==> src/rtl/spi_rx_buffer.sv <==
// Receive-side byte FIFO behind the SPI slave: synchronizes the asynchronous
// byte-complete flag, stores each received word and hands it out on a read/valid pulse.
module spi_rx_buffer #(
   parameter int DATA_W = 8,
   parameter int DEPTH  = 8,
   parameter int ADDR_W = 3
) (
   input  logic              clk,
   input  logic              rst,
   input  logic [DATA_W-1:0] din,
   input  logic              din_done,
   input  logic              rd_en,
   input  logic              clr_ovf,
   output logic [DATA_W-1:0] rd_data,
   output logic              rd_valid,
   output logic              empty,
   output logic              full,
   output logic [ADDR_W:0]   count,
   output logic              overflow
);

   localparam logic [ADDR_W:0]   FULL_CNT = (ADDR_W+1)'(DEPTH);
   localparam logic [ADDR_W:0]   CNT_ONE  = (ADDR_W+1)'(1);
   localparam logic [ADDR_W-1:0] PTR_ONE  = ADDR_W'(1);

   logic              s1_q, s2_q, s3_q;
   logic [ADDR_W-1:0] wrPtr_q, wrPtr_d;
   logic [ADDR_W-1:0] rdPtr_q, rdPtr_d;
   logic [ADDR_W:0]   count_q, count_d;
   logic [DATA_W-1:0] rdData_q, rdData_d;
   logic              rdValid_q, rdValid_d;
   logic              ovf_q, ovf_d;
   logic [DATA_W-1:0] mem [DEPTH];

   logic wrEvt, rdAcc, wrAcc, drop;

   // A full FIFO still accepts a write when a read frees a slot in the same cycle;
   // an empty FIFO never lets a read fall through to the word being written.
   always_comb begin
      wrEvt     = s2_q & ~s3_q;
      rdAcc     = rd_en & (count_q != '0);
      wrAcc     = wrEvt & ((count_q != FULL_CNT) | rdAcc);
      drop      = wrEvt & ~wrAcc;
      wrPtr_d   = wrPtr_q;
      rdPtr_d   = rdPtr_q;
      count_d   = count_q;
      rdData_d  = rdData_q;
      rdValid_d = rdAcc;
      ovf_d     = ovf_q;
      if (wrAcc) begin
         wrPtr_d = wrPtr_q + PTR_ONE;
      end
      if (rdAcc) begin
         rdPtr_d  = rdPtr_q + PTR_ONE;
         rdData_d = mem[rdPtr_q];
      end
      if (wrAcc && !rdAcc) begin
         count_d = count_q + CNT_ONE;
      end else if (rdAcc && !wrAcc) begin
         count_d = count_q - CNT_ONE;
      end
      if (drop) begin
         ovf_d = 1'b1;
      end else if (clr_ovf) begin
         ovf_d = 1'b0;
      end
   end

   always_ff @(posedge clk or posedge rst) begin
      if (rst) begin
         s1_q      <= 1'b0;
         s2_q      <= 1'b0;
         s3_q      <= 1'b0;
         wrPtr_q   <= '0;
         rdPtr_q   <= '0;
         count_q   <= '0;
         rdData_q  <= '0;
         rdValid_q <= 1'b0;
         ovf_q     <= 1'b0;
      end else begin
         s1_q      <= din_done;
         s2_q      <= s1_q;
         s3_q      <= s2_q;
         wrPtr_q   <= wrPtr_d;
         rdPtr_q   <= rdPtr_d;
         count_q   <= count_d;
         rdData_q  <= rdData_d;
         rdValid_q <= rdValid_d;
         ovf_q     <= ovf_d;
      end
   end

   // Storage carries no reset; stale entries are unreachable once the pointers clear.
   always_ff @(posedge clk) begin
      if (wrAcc) begin
         mem[wrPtr_q] <= din;
      end
   end

   assign rd_data  = rdData_q;
   assign rd_valid = rdValid_q;
   assign count    = count_q;
   assign empty    = (count_q == '0);
   assign full     = (count_q == FULL_CNT);
   assign overflow = ovf_q;

endmodule
==> config.mk <==
export PLATFORM = sky130hd
export DESIGN_NAME = spi_rx_buffer
export DESIGN_NICKNAME = d
export VERILOG_FILES = /design/src/rtl/spi_rx_buffer.sv
export SDC_FILE = /design/constraint.sdc
export NUM_CORES = 1
export LEC_CHECK = 0
export CAP_MARGIN = 5
export CELL_PAD_IN_SITES_DETAIL_PLACEMENT = 2
export CELL_PAD_IN_SITES_GLOBAL_PLACEMENT = 2
export CORE_ASPECT_RATIO = 1.4
export CORE_UTILIZATION = 42
export DETAILED_ROUTE_END_ITERATION = 10
export PLACE_DENSITY = 0.9
export SLEW_MARGIN = 20
export SYNTH_ARGS = -nofsm -noshare
export SYNTH_HDL_FRONTEND = slang
export SYNTH_SLANG_ARGS = --single-unit
==> constraint.sdc <==
create_clock -name clk -period 3 [get_ports clk]
set_input_delay 0.3 -clock clk [delete_from_list [all_inputs] [get_ports clk]]
set_output_delay 0.3 -clock clk [all_outputs]
set_load 0.005 [all_outputs]
Word level (Yosys, flattened, before mapping) --
Memory sizes are Yosys's and may differ from the RTL's. A register that Yosys moved wholly into a read port is not among the register bits. Cells that the tools add are included.
Storage, ports and cells: flip-flop bits (word level) 15, memory bits (writable) 64, input bits 13, output and inout bits 16, word-level logic and storage cells 36, memories kept 1
Operators by class: $add $sub $neg 4, eq/ne operators 2, muxes and demuxes 6, bitwise logic cells 7, reductions and logical operators 8
Memory list:
- mem | words 8, bits a word 8, read ports 1, clocked after Yosys merged registers in 1, wr ports 1, RTL line 33 | logic [DATA_W-1:0] mem [DEPTH];
Operators by type and width (number):
- $mux 4 | 2
- $add 3x1->3 const B | 2
- $add 4x1->4 const B | 1
- $and 1x1->1 | 4
- $eq 4x4->1 const B | 1
- $logic_not 4->1 | 1
- $mux 1 | 4
- $ne 4x4->1 const B | 1
- $reduce_bool 2->1 | 2
- $reduce_bool 4->1 | 1
- $sub 4x1->4 const B | 1
- $logic_and 1x1->1 | 2
- $logic_not 1->1 | 2
- $not 1->1 | 2
- $or 1x1->1 | 1

Longest topological paths before layout --
depth after elaboration 8, mapped depth 9, depth with buffers taken out 9

Worst setup path after synthesis --
OpenSTA, ideal clock, no wires.
path type reg-to-reg, start register count_q[0] (netlist: count[0]), end register count_q[3] (netlist: count[3]), library setup time 0.126 ns, arrival 2.544 ns, data required time 2.874 ns, setup slack 0.330 ns, cell stages (with the launch flop) 10, buffers on the path 0, clock period less this slack 2.670 ns, cell sequence dfrtp_1 > nor4b_2 > a21oi_2 > ha_1 > inv_1 > ha_1 > a21o_1 > a2111oi_2 > a31oi_1 > a221o_1
Between the ends: longest elaborated chain between the ends 7, elaborated cells on any way between the ends 14, classes of those cells add/sub (2); eq/ne (1); mux (2); bitwise (3); reduce/logical (6)
Ends and longest elaborated chain:
- from (decl) | RTL line 29 | logic [ADDR_W:0] count_q, count_d;
- from (signal assigned) | RTL line 86 | count_q <= count_d;
- $reduce_bool 4->1 | RTL line 41 | rdAcc = rd_en & (count_q != '0);
- $and 1x1->1 | RTL line 41
- $or 1x1->1 * | RTL line 42 | wrAcc = wrEvt & ((count_q != FULL_CNT) | rdAcc);
- $and 1x1->1 * | RTL line 42
- net wrAcc | RTL line 35 | logic wrEvt, rdAcc, wrAcc, drop;
- $logic_not 1->1 | RTL line 59 | end else if (rdAcc && !wrAcc) begin
- $logic_and 1x1->1 | RTL line 59
- $reduce_bool 2->1 (no source line)
The timed path passes the listed nets; every way through them passes the cells marked *. The select of a mux whose other input is x is not followed. A chain may end at the register's enable or synchronous reset.

Final worst setup path --
start register count_q[3] (netlist: count[3]), end register count_q[3] (netlist: count[3])
Same word-level chain as after synthesis.

==> metrics <==
total CTS buffers=9; WP data required=3220 ps; Antenna diodes=0; Iteration-0 DRC Markers=73; Most used DFF post-synth=edfxtp_1; CP top delay family=compound AO/OA/AOI/OAI gates; die area=8830 µm²; CP Depth=9; detailed-route via count=2024; clk_lat worst skew=340 ps; Post-CTS Setup Bufs=0; number of global-route vias before repair=2344; Slew HR=0.349; Cell Area, Synth=3550 µm²; Final nets=283; status=finished clean; hold path cells=0; drt wl/cell=23.6 µm; Reg-to-Reg End=count[3]; highest achievable clock rate=361 MHz; Finished Cell Area=4270 µm²; Post-synth ARST share=0.264; Tmin final=2770 ps; Unique masters post-synth=37; Post-synth EDFFs=64; overall die width=79.7 µm; CP Class=reg -> reg; pre-CTS setup slack=86.7 ps; Startpoint Class=register; pin count of the biggest net entering global routing=35; measured slew at the worst slew-check pin=976 ps; Switching Power=1.31 mW; Leakage=1.56 nW; total track usage=0.224; Vias per Instance=5.46; Worst Path Max Fanout=7; reg2reg start=count[3]; Final period util=0.925; final core occ=0.521; Hold WC Path Type=reg -> reg; PwrDens=959 nW/µm²; core area=8200 µm²; register area share after synthesis=0.704; setup TNS=0 ps; Seq pwr share=0.408; cell accounting for the most synthesized area=edfxtp_1; WP data arrival=2990 ps; placed cell count=355; Hold Path End=s2_q; hold wc startpoint=s1_q; RSZ-0062 raised after global routing=no; Pint=2.79 mW; register bit total from synthesis=87; peak supply drop=0.000632 V; CTS Buffer Depth=2; total wire length=8.76 mm; area delta synth->final=20.5%; max cap viols=0; H-tree depth=3; Num Clock Sinks=87; # rows=39; layout cell share with drive strength beyond 1=0.178; Port Buf Inserts=28; Slew Limit Fails=0; CP Buf/Inv Count=1; Worst-path clk slew=60 ps; endpoint class of the critical path=register; crit path max-delay cell type=dfrtp_1; Setup-failing EPs final=0; gr ovfl total=0; remaining routing DRC violations=0; Area contributors post-synth=edfxtp_1, dfrtp_1, mux2_2; R2R Setup Slk=230 ps; non-filler instance count after layout=371; initial antenna violation count=0; router iterations before antenna repair=4; GPL Wtd Cong=0.718; Largest stage delay, worst path=510 ps; first-pass GRT wire length=13.8 mm; Final ANT Viol Nets=0; most used cell along the critical path=ha_1; die height=111 µm; combinational power share=0.327; Clk pwr share=0.264; Final WS setup=226 ps; count leader, synth=edfxtp_1; commonest cells in the netlist=edfxtp_1, dfrtp_1, nand2_1, mux2_2, mux2i_1; switch share=0.319; CTS Hold Bufs=0; final hold vios=0; Post-Synthesis Cells=222; Clock Skews=9.24 ps; initial core utilization=0.433; clk root buf=clkbuf_16; HPWL after DPL=5.91 mm; Syn Nets=241; post-synth top area share=0.542; worst path cell trace=nor4b_4 > a21oi_2 > ha_1 > inv_1 > ha_1 > a21o_1 > a2111oi_2 > a31oi_1 > a221o_1; CTS tree=done; Syn. warnings=0; mean area per synthesized cell=16.0 µm²; Area after DPL=3980 µm²; number of I/O pins=29; worst reg2reg path depth=9
==> metal layers <==
metal / vias up / GRT usage / part of all wire
met1: 1040 / 0.251 / 0.38
met2: 45 / 0.402 / 0.58
met3: 9 / 0.0477 / 0.025
li1: 930 / - / -
met4: 0 / 0.0873 / 0.020
met5: - / 0 / 0
==> how the worst max path moves through the flow <==
stage | startpoint | to | slack [ps]
after floorplan | count[0] | count[3] | 330
after global placement | rd_en | count[3] | 280
after detailed placement | rd_en | count[3] | 90
after CTS | count[3] | count[3] | 150
after global routing | count[3] | count[3] | 60
final | count[3] | count[3] | 230
==> cell type report <==
type,count,area (µm²)
sequential,87,2500
tap,102,128
timing repair buffer,41,378
inverter,5,18.8
multi-input combinational,120,968
fill,760,3920
clock inverter,4,47.5
clock buffer,12,236
==> cell usage in the layout, fill, tap and decap left out, types with 9 or more instances in the layout <==
master           Yosys  routed
mux2_2              16      16
o22ai_1              9       9
buf_4                1      13
nand2_1             19      19
mux2i_1             16      16
clkbuf_16            0       9
dfrtp_1             23      23
a221o_1              9       9
edfxtp_1            64      64
clkdlybuf4s50_1      0      28
==> power by group through the flow <==
stage                     Clock (mW)  Combinational, mW  Sequential (mW)
after global placement             0               1.26             1.66
after detailed placement           0               1.35             1.69
after floorplan                    0              0.871             1.65
after CTS                       1.11               1.37             1.67
final                           1.08               1.34             1.67
after global routing            1.16               1.46             1.69
==> kinds of logic (layout without fill, tap and decap cells) <==
group / count (synthesis) / count (layout) / synth area share
mux: 34 / 34 / 0.102
xor+xnor: 6 / 6 / 0.0148
compound gates: 34 / 34 / 0.0737
fa+ha+maj: 6 / 6 / 0.0233
buf+inv: 15 / 62 / 0.0289
flops: 87 / 87 / 0.704
simple gates: 40 / 40 / 0.0532
==> what timing repair did <==
item,CTS,global route
hold endpoints to repair,0,0
gates resized for setup,0,1
endpoints found under the setup margin,0,1
==> registers in the layout, indices dropped and copies added, names as in the netlist <==
| register | cells |
|---|---|
| count | 4 |
| mem | 64 |
| overflow | 1 |
| rdPtr_q | 3 |
| rd_data | 8 |
| rd_valid | 1 |
| s1_q | 1 |
| s2_q | 1 |
| s3_q | 1 |
| wrPtr_q | 3 |
==> stage by stage <==
| step | hold WS [ps] | power (mW) |
|---|---|---|
| 6_report | 359 | 4.10 |
| 5_1_grt | 374 | 4.31 |
| 4_1_cts | 364 | 4.15 |
| 3_5_place_dp | 342 | 3.04 |
| 3_3_place_gp | 336 | 2.92 |
| 2_1_floorplan | 302 | 2.52 |
Power figures use the tool's default switching activity.
